File: src/rtl/wb_pkg.sv
// Shared types for the MEM->WB stage: default geometry, payload layout, buffer states.
// No logic, so no latency or backpressure of its own.
package wb_pkg;
    localparam int WB_DATA_W = 128;
    localparam int WB_LANE_W = 8;
    localparam int WB_REG_AW = 4;
    localparam int WB_LANES  = WB_DATA_W / WB_LANE_W;

    typedef enum logic [1:0] {
        WB_EMPTY = 2'd0,
        WB_ONE   = 2'd1,
        WB_TWO   = 2'd2
    } wb_state_t;

    typedef struct packed {
        logic                 wreg;
        logic [WB_DATA_W-1:0] data;
        logic [WB_REG_AW-1:0] dest;
        logic                 vf;
        logic [WB_LANES-1:0]  lane_mask;
    } wb_payload_t;

    function automatic logic [WB_LANES-1:0] scalar_mask();
        return {{(WB_LANES-1){1'b0}}, 1'b1};
    endfunction
endpackage

File: src/rtl/wb_skid_buf.sv
// Two-entry head/skid buffer for an opaque payload; latency 1 cycle.
// in_ready is a flop that drops only while both entries are held.
module wb_skid_buf
    import wb_pkg::*;
#(
    parameter int PW = 8
) (
    input  logic          clk,
    input  logic          rst,
    input  logic          flush,
    input  logic          in_valid,
    output logic          in_ready,
    input  logic [PW-1:0] in_pay,
    output logic          out_valid,
    input  logic          out_ready,
    output logic [PW-1:0] out_pay,
    output logic          skid_valid,
    output logic [PW-1:0] skid_pay,
    output logic [1:0]    occupancy
);
    wb_state_t     state, state_nxt;
    logic [PW-1:0] head_q, skid_q;
    logic          rdy_q, head_ld, head_from_skid, skid_ld, accept, drain;

    assign accept = in_valid & rdy_q;
    assign drain  = (state != WB_EMPTY) & out_ready;

    always_comb begin
        state_nxt      = state;
        head_ld        = 1'b0;
        head_from_skid = 1'b0;
        skid_ld        = 1'b0;
        case (state)
            WB_EMPTY: begin
                if (accept) begin
                    state_nxt = WB_ONE;
                    head_ld   = 1'b1;
                end
            end
            WB_ONE: begin
                if (accept && drain) begin
                    head_ld = 1'b1;
                end else if (accept) begin
                    state_nxt = WB_TWO;
                    skid_ld   = 1'b1;
                end else if (drain) begin
                    state_nxt = WB_EMPTY;
                end
            end
            WB_TWO: begin
                if (drain) begin
                    state_nxt      = WB_ONE;
                    head_ld        = 1'b1;
                    head_from_skid = 1'b1;
                end
            end
            default: state_nxt = WB_EMPTY;
        endcase
        // Flush wins over any same-cycle accept or drain; stored payload is left alone.
        if (flush) begin
            state_nxt = WB_EMPTY;
            head_ld   = 1'b0;
            skid_ld   = 1'b0;
        end
    end

    always_ff @(posedge clk or posedge rst) begin
        if (rst) begin
            state  <= WB_EMPTY;
            rdy_q  <= 1'b0;
            head_q <= '0;
            skid_q <= '0;
        end else begin
            state <= state_nxt;
            rdy_q <= (state_nxt != WB_TWO);
            if (head_ld) head_q <= head_from_skid ? skid_q : in_pay;
            if (skid_ld) skid_q <= in_pay;
        end
    end

    assign in_ready   = rdy_q;
    assign out_valid  = (state != WB_EMPTY);
    assign out_pay    = head_q;
    assign skid_valid = (state == WB_TWO);
    assign skid_pay   = skid_q;
    assign occupancy  = (state == WB_TWO) ? 2'd2 : (state == WB_ONE) ? 2'd1 : 2'd0;
endmodule

File: src/rtl/pipe_wb_stage.sv
// MEM->WB pipeline register with lane masks and forwarding lookup; latency 1 cycle.
// SKID=1: registered in_ready via 2-entry skid buffer; SKID=0: single entry, ready passes through.
module pipe_wb_stage
    import wb_pkg::*;
#(
    parameter  int DATA_W = WB_DATA_W,
    parameter  int LANE_W = WB_LANE_W,
    parameter  int REG_AW = WB_REG_AW,
    parameter  int SKID   = 1,
    localparam int LANES  = DATA_W / LANE_W
) (
    input  logic              clk,
    input  logic              rst,
    input  logic              flush,
    input  logic              in_valid,
    output logic              in_ready,
    input  logic              in_wreg,
    input  logic [DATA_W-1:0] in_data,
    input  logic [REG_AW-1:0] in_dest,
    input  logic              in_vf,
    input  logic [LANES-1:0]  in_lane_mask,
    output logic              out_valid,
    input  logic              out_ready,
    output logic              out_wreg,
    output logic [DATA_W-1:0] out_data,
    output logic [REG_AW-1:0] out_dest,
    output logic              out_vf,
    output logic [LANES-1:0]  out_we_lane,
    input  logic [REG_AW-1:0] lk_dest,
    input  logic              lk_vf,
    output logic              fwd_hit,
    output logic [DATA_W-1:0] fwd_data,
    output logic [1:0]        occupancy
);
    typedef struct packed {
        logic              wreg;
        logic [DATA_W-1:0] data;
        logic [REG_AW-1:0] dest;
        logic              vf;
        logic [LANES-1:0]  lane_mask;
    } pay_t;

    pay_t in_pay, head_pay, skid_pay;
    logic head_vld, skid_vld, head_match, skid_match;

    // Scalar writes only ever touch lane 0, whatever mask upstream presents.
    always_comb begin
        in_pay.wreg      = in_wreg;
        in_pay.data      = in_data;
        in_pay.dest      = in_dest;
        in_pay.vf        = in_vf;
        in_pay.lane_mask = in_vf ? in_lane_mask : LANES'(scalar_mask());
    end

    generate
        if (SKID != 0) begin : g_skid
            wb_skid_buf #(.PW($bits(pay_t))) u_buf (
                .clk        (clk),
                .rst        (rst),
                .flush      (flush),
                .in_valid   (in_valid),
                .in_ready   (in_ready),
                .in_pay     (in_pay),
                .out_valid  (head_vld),
                .out_ready  (out_ready),
                .out_pay    (head_pay),
                .skid_valid (skid_vld),
                .skid_pay   (skid_pay),
                .occupancy  (occupancy)
            );
        end else begin : g_single
            logic full_q;
            pay_t hold_q;

            assign in_ready = !rst && (!full_q || out_ready);

            always_ff @(posedge clk or posedge rst) begin
                if (rst) begin
                    full_q <= 1'b0;
                    hold_q <= '0;
                end else if (flush) begin
                    full_q <= 1'b0;
                end else if (in_valid && in_ready) begin
                    full_q <= 1'b1;
                    hold_q <= in_pay;
                end else if (out_ready) begin
                    full_q <= 1'b0;
                end
            end

            assign head_vld  = full_q;
            assign head_pay  = hold_q;
            assign skid_vld  = 1'b0;
            assign skid_pay  = '0;
            assign occupancy = {1'b0, full_q};
        end
    endgenerate

    assign out_valid   = head_vld;
    assign out_wreg    = head_vld & head_pay.wreg;
    assign out_data    = head_pay.data;
    assign out_dest    = head_pay.dest;
    assign out_vf      = head_pay.vf;
    assign out_we_lane = head_pay.lane_mask & {LANES{out_wreg}};

    assign head_match = head_vld & head_pay.wreg & (head_pay.dest == lk_dest) &
                        (head_pay.vf == lk_vf) & (|head_pay.lane_mask);
    assign skid_match = skid_vld & skid_pay.wreg & (skid_pay.dest == lk_dest) &
                        (skid_pay.vf == lk_vf) & (|skid_pay.lane_mask);

    // The skid entry is the younger one, so it shadows the head.
    assign fwd_hit  = head_match | skid_match;
    assign fwd_data = skid_match ? skid_pay.data : head_match ? head_pay.data : '0;
endmodule

File: config.mk
export PLATFORM = sky130hd
export DESIGN_NAME = pipe_wb_stage
export DESIGN_NICKNAME = d
export VERILOG_FILES = /design/src/rtl/wb_pkg.sv /design/src/rtl/wb_skid_buf.sv /design/src/rtl/pipe_wb_stage.sv
export SDC_FILE = /design/constraint.sdc
export NUM_CORES = 1
export LEC_CHECK = 0
export ABC_AREA = 1
export CAP_MARGIN = 20
export CORE_ASPECT_RATIO = 0.8
export CORE_MARGIN = 2
export CORE_UTILIZATION = 49
export DETAILED_ROUTE_END_ITERATION = 10
export PLACE_DENSITY = 0.92
export SETUP_SLACK_MARGIN = 0.5
export SYNTH_ARGS = -nofsm -noshare
export SYNTH_HDL_FRONTEND = slang
export SYNTH_SLANG_ARGS = --single-unit
File: constraint.sdc
create_clock -name clk -period 10.7 [get_ports clk]
set_input_delay 1.07 -clock clk [delete_from_list [all_inputs] [get_ports clk]]
set_output_delay 1.07 -clock clk [all_outputs]
set_load 0.02 [all_outputs]
== Yosys cells after proc, flatten, opt, wreduce, memory -nomap -nowiden ==
Cells that the tools add are included.
Widths: inputs -> output; s select.

* Register bits after elaboration: 303
* Logic and storage cells: 50
* Output and inout bits: 283

* Reduce and logical (&&, ||, !) cells: 5
* Bitwise operators: 12
* Multiplexer cells: 22
* Equality and inequality tests: 7

{| class="wikitable"
|+ Operator list
! cell !! number
|-
| $mux 128 || 2
|-
| $mux 150 || 1
|-
| $reduce_or 16->1 || 2
|-
| $and 16x16->16 || 1
|-
| $mux 16 || 1
|-
| $mux 2 || 7
|-
| $and 1x1->1 || 10
|-
| $mux 1 || 9
|-
| $eq 4x4->1 || 2
|-
| $pmux 2 s3 || 1
|-
| $pmux 1 s3 || 1
|-
| $eq 1x1->1 || 2
|-
| $eq 2x1->1 const B || 1
|-
| $eq 2x2->1 const B || 1
|-
| $logic_not 2->1 || 1
|-
| $ne 2x2->1 const B || 1
|-
| $reduce_bool 2->1 || 1
|-
| $logic_and 1x1->1 || 1
|-
| $or 1x1->1 || 1
|}

== Logic depth before layout (Yosys ltp) ==
Gate-level depths: netlist (run 1).

* Depth in word-level cells: 8
* Gate-level depth with buffers: 11
* Gate-level depth less buffers: 9

== Modules after synthesis ==
A second synthesis (run 1) with hierarchy kept.

* Cell total of the unflattened synthesis: 2429
* Area, all modules: 18193.7 sq um

{| class="wikitable"
|+ Modules (own cells, without submodules)
! module !! area each (sq um) !! cells each !! times used
|-
| wb_skid_buf || 14585.2 || 1827 || 1
|-
| pipe_wb_stage || 3608.5 || 602 || 1
|}

== Worst setup path before layout (run 1) ==
OpenSTA, ideal clock, no wires.

* Kind: input port to output port
* From: input lk_dest[1]
* To: output fwd_data[18]
* Stages: 7
* Slack: 7553 ps
* Arrival time: 2077 ps
* Cell sequence: xor2_1 > nor2_1 > nand3_1 > buf_2 > clkbuf_1 > nand3_1 > nand2_1

* Cells in the longest elaborated chain, start to end: 6

{| class="wikitable"
|+ RTL lines
! what !! line !! text
|-
| start: declaration || pipe_wb_stage.sv:29 || <nowiki>input logic [REG_AW-1:0] lk_dest,</nowiki>
|-
| $eq 4x4->1 || pipe_wb_stage.sv:106 || <nowiki>assign head_match = head_vld & head_pay.wreg & (head_pay.dest == lk_dest) &</nowiki>
|-
| $and 1x1->1 (2 in series) || pipe_wb_stage.sv:106 ||
|-
| $and 1x1->1 || pipe_wb_stage.sv:107 || <nowiki>(head_pay.vf == lk_vf) & (|head_pay.lane_mask);</nowiki>
|-
| $mux 128 || pipe_wb_stage.sv:113 || <nowiki>assign fwd_data = skid_match ? skid_pay.data : head_match ? head_pay.data : '0;</nowiki>
|-
| $mux 128 * || pipe_wb_stage.sv:113 ||
|-
| end: declaration || pipe_wb_stage.sv:32 || <nowiki>output logic [DATA_W-1:0] fwd_data,</nowiki>
|}

Every way passes the cells marked *; elsewhere a longest branch is shown, timed or not.

== Final worst setup path (run 1) ==
* From: input lk_dest[3]
* To: output fwd_data[117]

The elaborated chain is that of the path after synthesis.

==> results summary, run 1 <==
The number of slew-limit violations in the final report is 0. The share of final-layout standard cells stronger than drive strength 1 is 3.31%. Global routing used 28.5% of the available tracks. The number of buffers and inverters on the critical path came out at 4. Dividing the synthesized area by the synthesized cell count gives 7.92 µm². The largest total area in the synthesized netlist belongs to sky130_fd_sc_hd__dfrtp_1. The die is 209 µm wide. The via-per-instance ratio is 5.76. The count of hold-fix buffers inserted at cts came out at 0. The number of instances on the worst hold path is 2. The run finished with clean final reports. The total power divided by cell area came out at 170 nW/µm². The data required time at the worst endpoint is 9.63 ns. The worst setup slack for register-to-register paths came out at 6.71 ns. The layout overhead on the synthesized area is 27.0%. Setup repair after global routing left no endpoint under its margin. The top cell type by area accounts for 46.2% of the synthesized area.

The yosys synthesis warning count is 0. The critical path in this run is classified as primary input to output pin. Setup violations remaining at the end of the flow were counted as 0. The floorplan row count is 59. The setup skew after layout came out at 0.0113 ns. CTS saw 303 sinks. The number of cells on the worst reg-to-reg path is 9. The total clock buffers created by CTS is 31. Once layout is complete, the utilization of the core stands at 63.6%. In this run the worst hold path is classified as flip-flop to flip-flop. In the routed design, unresolved DRC markers number 0. On the critical path, the stage with the largest delay is an instance of sky130_fd_sc_hd__buf_4. In this run the most critical hold path is launched from g_skid.u_buf.skid_pay[139]$_DFFE_PP0P_. The core outline area is 32800 µm².

The smallest clock period supported by the final layout is computed as 5.98 ns. The worst setup path is launched from a primary input. The hold violation count in the final report came out at 0. The cell occurring most often along the worst timing path is sky130_fd_sc_hd__nand2_1.

The clock tree from TritonCTS is yes. The number of buffer cells added on primary ports is 442. In the post-synthesis netlist, the biggest area contributors are sky130_fd_sc_hd__dfrtp_1 46%, sky130_fd_sc_hd__nand2_1 10%, sky130_fd_sc_hd__nand3_1 7.9%.

Across the run, the number of max-cap violations was 0. In the post-synthesis netlist, the cell with the most instances is sky130_fd_sc_hd__nand2_1. The number of standard cells in the layout, taps in and fillers out came out at 2724. In the final timing run, aggregate negative setup slack is 0 ns. Traced cell by cell, the critical path runs through clkdlybuf4s50_1 > inv_1 > nand2_1 > nand2_1 > nor2_1 > nand3_1 > nor2_4 > buf_4 > nand3_1 > nand2_1 > clkdlybuf4s50_1.

The count of nets left with antenna violations once routing finished came out at 0. The number of primary I/O pins is 443. In this run the critical register-to-register path is launched from g_skid.u_buf.state[0]$_DFF_PP0_. The number of flops mapped to enable cells by yosys is 0. The clock reaches the later pin of the worst-skew pair after 0.55 ns. The average wire per cell in the routed design came out at 19.0 µm. The number of global-route vias before repair came to 15.2k.

The count of cells resized by post-cts repair is 0. The worst slew slack as a fraction of its limit came out at 20.3%. In this run the worst path has a maximum fanout of 89.

The number of buffers inserted to repair setup after CTS came out at 0. The number of nets in the synthesized netlist is 2234. The delay of the slowest critical-path stage came out at 1.05 ns.

The completed layout was analyzed and its total power is 3.55 mW. At the pin with the least slew margin, the transition time is 1.19 ns. Counting instances in the post-synthesis netlist gives the leading cell types as 443 x sky130_fd_sc_hd__nand2_1, 303 x sky130_fd_sc_hd__dfrtp_1, 258 x sky130_fd_sc_hd__nand3_1. The final cycle utilization of the critical path is 55.9%. The violation count after the first detailed-routing iteration is 1599.

The starting density of the core came out at 50.1%. The vertical die dimension came out at 168 µm. The first global-routing pass estimated 81300 µm of wire.

For this run the aggregate overflow at the end of global routing stands at 0. The share of synthesized area occupied by flip-flops and latches came out at 46.2%. No sink is reached through more buffers than the 3 on the longest clock path. The proportion of synthesized flip-flops having asynchronous set or reset came out at 100%. The total via count after detailed routing came out at 15.7k. The cell count after synthesis is 2074. The initial antenna violation count came to 4. The endpoint of the lowest-slack register-to-register path is g_skid.u_buf.out_pay[42]$_DFFE_PP0P_.

The number of placed instances with taps included is 2666. STA classifies the critical path endpoint as an output pin. The number of different library cells used by synthesis comes to 24. The cell family contributing the most delay on the critical path is buffers and inverters. Summing every instance area after synthesis gives 16400 µm². The flip-flop and latch count after synthesis is 303. The die area came out at 35000 µm². Summed over all cells, the static leakage comes to 9.91 nW. The detailed-router iteration count before antenna repair is 6.

Static timing analysis puts the maximum clock frequency at 0.167 GHz. Entering global routing, the biggest net connects 109 pins. Clock tree synthesis selected as its root buffer the cell sky130_fd_sc_hd__clkbuf_16. The signal arrival time at the worst endpoint came out at 4.91 ns. On the final layout, the worst hold slack is 0.517 ns. For this run, the leading register cell type out of synthesis is sky130_fd_sc_hd__dfrtp_1. The clock-pin slew reported for the worst setup and hold paths after clock tree synthesis came out at 0.06 ns.

After filler insertion, the fill cell instance count of the layout stands at 2563. The peak supply drop is 0.100 mV. The number of nets in the layout came out at 2433. The number of H-tree levels came out at 1. The post-detailed-placement half-perimeter wirelength is 33100 µm.

For hold timing, the worst endpoint is g_skid.u_buf.skid_pay[139]$_DFFE_PP0P_. Routability-driven placement finished with a final weighted congestion of 0.919. The sum of routed wire length over all layers is 51600 µm.
==> layout by cell type, fill, tap and decap left out, types with 17 or more instances in the layout <==
cell type,instances
sky130_fd_sc_hd__nand3_1,257
sky130_fd_sc_hd__clkdlybuf4s50_1,442
sky130_fd_sc_hd__o21ai_1,21
sky130_fd_sc_hd__nor2_1,133
sky130_fd_sc_hd__o211ai_1,146
sky130_fd_sc_hd__dfrtp_1,303
sky130_fd_sc_hd__o21ai_0,111
sky130_fd_sc_hd__inv_1,172
sky130_fd_sc_hd__buf_4,17
sky130_fd_sc_hd__clkbuf_16,31
sky130_fd_sc_hd__nand2_1,441
sky130_fd_sc_hd__o21a_1,85
sky130_fd_sc_hd__a21oi_1,92
==> cell type report <==
class	instances	area, µm²	share of cell area, %
Clock inverter	10	131	0.630
Clock buffer	46	892	4.28
Multi-Input combinational cell	1303	6460	31.0
Antenna cell	1	2.50	0.0120
Inverter	174	661	3.17
Sequential cell	303	7580	36.4
Tap cell	427	534	2.56
Timing Repair Buffer	460	4580	22.0
==> per-stage QoR <==
| stage | worst slack (ns) | cell area, µm² |
|---|---|---|
| after floorplan | 1.26 | 16400 |
| after global placement | 4.87 | 19800 |
| after detailed placement | 4.83 | 19800 |
| after CTS | 4.83 | 20800 |
| after global routing | 4.54 | 20800 |
| final | 4.72 | 20800 |
==> layer usage <==
layer | part of all wire (%) | GRT usage (%)
met5 | 0.074 | 0
met4 | 4.5 | 12.4
met3 | 10 | 5.95
met2 | 47 | 47.3
met1 | 38 | 36.4
==> report_power, final <==
group	switching [mW]	total (mW)	internal [mW]
combinational	0.469	0.844	0.375
clock	0.461	1.11	0.646
sequential	0.201	1.60	1.40
total	1.13	3.55	2.42
==> how the worst max path moves through the flow <==
| stage | start | to | slack (ns) | cells past startpoint |
|---|---|---|---|---|
| final | lk_dest[3] | fwd_data[117] | 4.72 | 11 |
| after global routing | lk_dest[3] | fwd_data[96] | 4.54 | 11 |
| after CTS | lk_dest[3] | fwd_data[117] | 4.83 | 11 |
| after detailed placement | lk_dest[3] | fwd_data[117] | 4.83 | 11 |
| after global placement | lk_vf | fwd_data[93] | 4.87 | 11 |
| after floorplan | rst | g_skid.u_buf.in_ready$_DFF_PP0_ | 1.26 | 1 |
==> flip-flops by register name (all words and copies together), names as in the netlist <==
register	count
g_skid.u_buf.out_pay	150
g_skid.u_buf.skid_pay	150
g_skid.u_buf.in_ready	1
g_skid.u_buf.state	2
==> worst min-delay path, stage by stage, from the launching register on <==
cell,delay [ns]
sky130_fd_sc_hd__dfrtp_1,0.36
sky130_fd_sc_hd__nand2_1,0.06
sky130_fd_sc_hd__o21ai_0,0.06
==> kinds of logic (layout without fill, tap and decap cells) <==
| logic type | after synthesis | count (layout) | share of synthesized area [%] |
|---|---|---|---|
| simple gates | 843 | 843 | 21.3 |
| buf+inv | 468 | 690 | 14.8 |
| other cells | 0 | 1 | 0 |
| compound gates | 458 | 458 | 17.6 |
| flops | 303 | 303 | 46.2 |
| xor+xnor | 2 | 2 | 0.107 |
Power figures use the tool's default switching activity.
==> run 2: changes to the inputs <==
--- a/config.mk
+++ b/config.mk
@@ -9,9 +9,9 @@
 export CAP_MARGIN = 20
 export CORE_ASPECT_RATIO = 0.8
 export CORE_MARGIN = 2
-export CORE_UTILIZATION = 49
+export CORE_UTILIZATION = 45
 export DETAILED_ROUTE_END_ITERATION = 10
-export PLACE_DENSITY = 0.92
+export PLACE_DENSITY = 0.89
 export SETUP_SLACK_MARGIN = 0.5
 export SYNTH_ARGS = -nofsm -noshare
 export SYNTH_HDL_FRONTEND = slang
==> constraint.sdc (replaced) <==
create_clock -name clk -period 5 [get_ports clk]
set_input_delay 0.5 -clock clk [delete_from_list [all_inputs] [get_ports clk]]
set_output_delay 0.5 -clock clk [all_outputs]
set_load 0.02 [all_outputs]
==> run 2 against run 1 <==
Against the previous run:
- combinational power increased by 110%
- hold slack got worse by 0.27 ns
- via count is essentially flat
- global-route usage is 2.2 points lower
- largest cell class unchanged
- non-clock buffer count up 4
- routed wire length decreased by 0.85%
==> results summary, run 2 (synthesized netlist as in run 1, its figures left out) <==
The run finished with clean final reports. Tracing the worst setup path back leads to its startpoint at g_skid.u_buf.state[0]$_DFF_PP0_. The average wire per cell in the routed design came out at 18.4 µm (-3.1%). The worst setup path is of the flip-flop to output pin kind. The leakage component of the power is 10.0 nW (+1.4%).

The insertion delay to the later sink of the worst-skew pair is 0.51 ns (-0.04 ns). The count of hold-fix buffers inserted at cts is 0 (unchanged). The violation count after the first detailed-routing iteration came out at 1910 (+19%).

The number of buffers inserted to repair setup after CTS came out at 0 (unchanged). The worst setup path is launched from a flip-flop. The max-capacitance violation count is 0 (unchanged). The setup skew after layout came out at 0.0165 ns (+0.00520 ns). Setup repair after global routing left no endpoint under its margin. The tightest hold margin came out at 0.247 ns (-0.270 ns). The number of placed instances with taps included came out at 2723 (+2.1%). The hold violation count in the final report was 0 (unchanged). The die area came out at 38000 µm² (+8.7%). The total setup violations reported at the end of the flow is 0 (unchanged). The number of nets in the layout came out at 2440 (+0.29%). The library cell used most frequently in the layout, excluding fill and tap cells, is sky130_fd_sc_hd__clkdlybuf4s50_1. The fmax is 0.251 GHz. The maximum number of pins on one net before global-route repair is 216 (+98%). The worst slew slack as a fraction of its limit is 28.7% (+8.4 points).

The number of slew-limit violations in the final report came out at 0 (unchanged). The total via count after detailed routing is 15.7k (+0.057%). The path class of the tightest hold or removal check is primary input to async pin.

The worst path uses 79.6% of the clock period. The detailed-router iteration count before antenna repair is 6 (unchanged). Following the worst setup path forward leads to its endpoint at fwd_data[76]. The worst register-to-register path begins at g_skid.u_buf.state[0]$_DFF_PP0_.

The remaining antenna violation count came out at 0 (unchanged). The initial antenna violation count came out at 2 (-2). The via-per-instance ratio is 5.63 (-2.2%). The total clock buffers created by CTS was 34 (+9.7%). The peak supply drop is 0.242 mV (+140%). The maximum fanout along the worst path is 62 (-30%). The total power divided by cell area came out at 372 nW/µm² (+120%).

Leaving out fill and tap cells, the most frequent cells in the layout are 442 x sky130_fd_sc_hd__clkdlybuf4s50_1, 441 x sky130_fd_sc_hd__nand2_1, 303 x sky130_fd_sc_hd__dfrtp_1. CTS placed an instance of sky130_fd_sc_hd__clkbuf_16 at the clock tree root. The number of standard cells in the layout, taps in and fillers out came out at 2786 (+2.3%).

The number of global-route vias before repair came out at 15.2k (-0.020%). The aggregate global routing overflow came out at 0 (unchanged). The final estimated routing congestion in global placement came out at 0.909 (-1.0%). The post-detailed-placement half-perimeter wirelength came to 33400 µm (+1.0%). The count of cells resized by post-cts repair is 0 (unchanged).

The global-route wire length before repair is 81100 µm (-0.25%). The clock tree buffer depth came out at 3 (unchanged). The worst reg2reg path depth came out at 7 (-2). The worst-margin pin slew is 1.07 ns (-0.125 ns). The data required time at the worst endpoint came out at 4.50 ns (-5.13 ns).

The sum of routed wire length over all layers came out at 51200 µm (-0.85%). The number of primary I/O pins is 443 (unchanged). The starting density of the core came out at 45.7% (-4.4 points). TritonCTS built the clock tree. The number of H-tree levels came out at 2 (+1). The signal arrival time at the worst endpoint is 3.48 ns (-1.43 ns).

The width of the die came out at 218 µm (+4.3%). The vertical die dimension is 175 µm (+4.2%). The global-route total usage across every layer was 26.4% (-2.2 points). The clock-pin slew reported for the worst setup and hold paths after clock tree synthesis came out at 0.06 ns (about the same). The worst setup slack for register-to-register paths came to 2.25 ns (-4.46 ns). The final design utilization came to 59.1% (-4.5 points). The setup total negative slack is 0 ns (unchanged). The clock period minus final worst setup slack came out at 3.98 ns.

The floorplan row count came out at 62 (+5.1%). From synthesis to final layout, the design area changed by 29.2%. The core outline area was 35900 µm² (+9.6%). STA classifies the critical path endpoint as an output pin.

The endpoint of the lowest-slack register-to-register path is g_skid.u_buf.out_pay[81]$_DFFE_PP0P_. The DRC violation count after routing is 0 (unchanged). The number of buffer cells added on primary ports came out at 442 (unchanged). The share of final-layout standard cells stronger than drive strength 1 came to 3.95% (+0.64 points). The clock net sink count came to 303 (unchanged).
-- run 2: cell count changes in the layout (fill, tap and decap cells not counted), sizes merged --
| cell | previous run | this run |
|---|---|---|
| bufinv | 3 | 4 |
| buf | 18 | 22 |
| clkbuf | 46 | 43 |
| clkinvlp | 1 | 4 |
| inv | 175 | 174 |
| clkinv | 5 | 10 |
-- run 2: report_power, final --
| part | internal (mW) | switching [mW] | leakage [nW] |
|---|---|---|---|
| Combinational | 0.807 | 0.999 | 5.96 |
| Clock | 1.60 | 1.03 | 0.582 |
| Sequential | 3.00 | 0.442 | 3.50 |
-- run 2: critical path, cell delays in order (launching register included) --
cell and delay, ns:
sky130_fd_sc_hd__dfrtp_1 0.44, sky130_fd_sc_hd__inv_1 0.09, sky130_fd_sc_hd__nand2_1 0.06, sky130_fd_sc_hd__nor2_1 0.24, sky130_fd_sc_hd__nand2_1 0.09, sky130_fd_sc_hd__nor2_1 0.19, sky130_fd_sc_hd__nand3_4 0.50, sky130_fd_sc_hd__buf_12 0.41
sky130_fd_sc_hd__nand3_1 0.12, sky130_fd_sc_hd__nand2_1 0.11, sky130_fd_sc_hd__clkdlybuf4s50_1 0.56
-- run 2: stage by stage --
step           power, mW  area, µm²  setup slack, ns
2_1_floorplan       4.63      16400            0.471
3_5_place_dp        5.25      20000             1.28
3_3_place_gp        5.15      20000             1.29
5_1_grt             8.27      21200            0.896
4_1_cts             7.93      21200             1.03
6_report            7.88      21200             1.02
-- run 2: how the worst min path moves through the flow --
stage                                                start                                      to  depth (start not counted)
floorplan           g_skid.u_buf.skid_pay[149]$_DFFE_PP0P_  g_skid.u_buf.skid_pay[149]$_DFFE_PP0P_                          2
global placement    g_skid.u_buf.skid_pay[116]$_DFFE_PP0P_  g_skid.u_buf.skid_pay[116]$_DFFE_PP0P_                          2
CTS                 g_skid.u_buf.skid_pay[116]$_DFFE_PP0P_  g_skid.u_buf.skid_pay[116]$_DFFE_PP0P_                          2
finish                                                 rst    g_skid.u_buf.out_pay[16]$_DFFE_PP0P_                          2
detailed placement  g_skid.u_buf.skid_pay[116]$_DFFE_PP0P_  g_skid.u_buf.skid_pay[116]$_DFFE_PP0P_                          2
global route                                           rst    g_skid.u_buf.out_pay[20]$_DFFE_PP0P_                          2
-- run 2: area by class of cell --
class | instances | area [µm²]
well taps | 480 | 601
clock buffers | 43 | 978
clock inverters | 18 | 205
multi-input cells | 1303 | 6460
diodes | 1 | 2.50
fillers | 2905 | 14700
inverters | 174 | 657
repair buffers | 464 | 4730
flip-flops and latches | 303 | 7580
-- run 2: layer usage --
layer	up-vias	share of wire, %	GRT usage, %
li1	7129	-	-
met1	7522	39	34.3
met2	869	47	42.4
met3	174	9.1	5.47
met4	2	4.6	12.0
met5	-	0.027	0
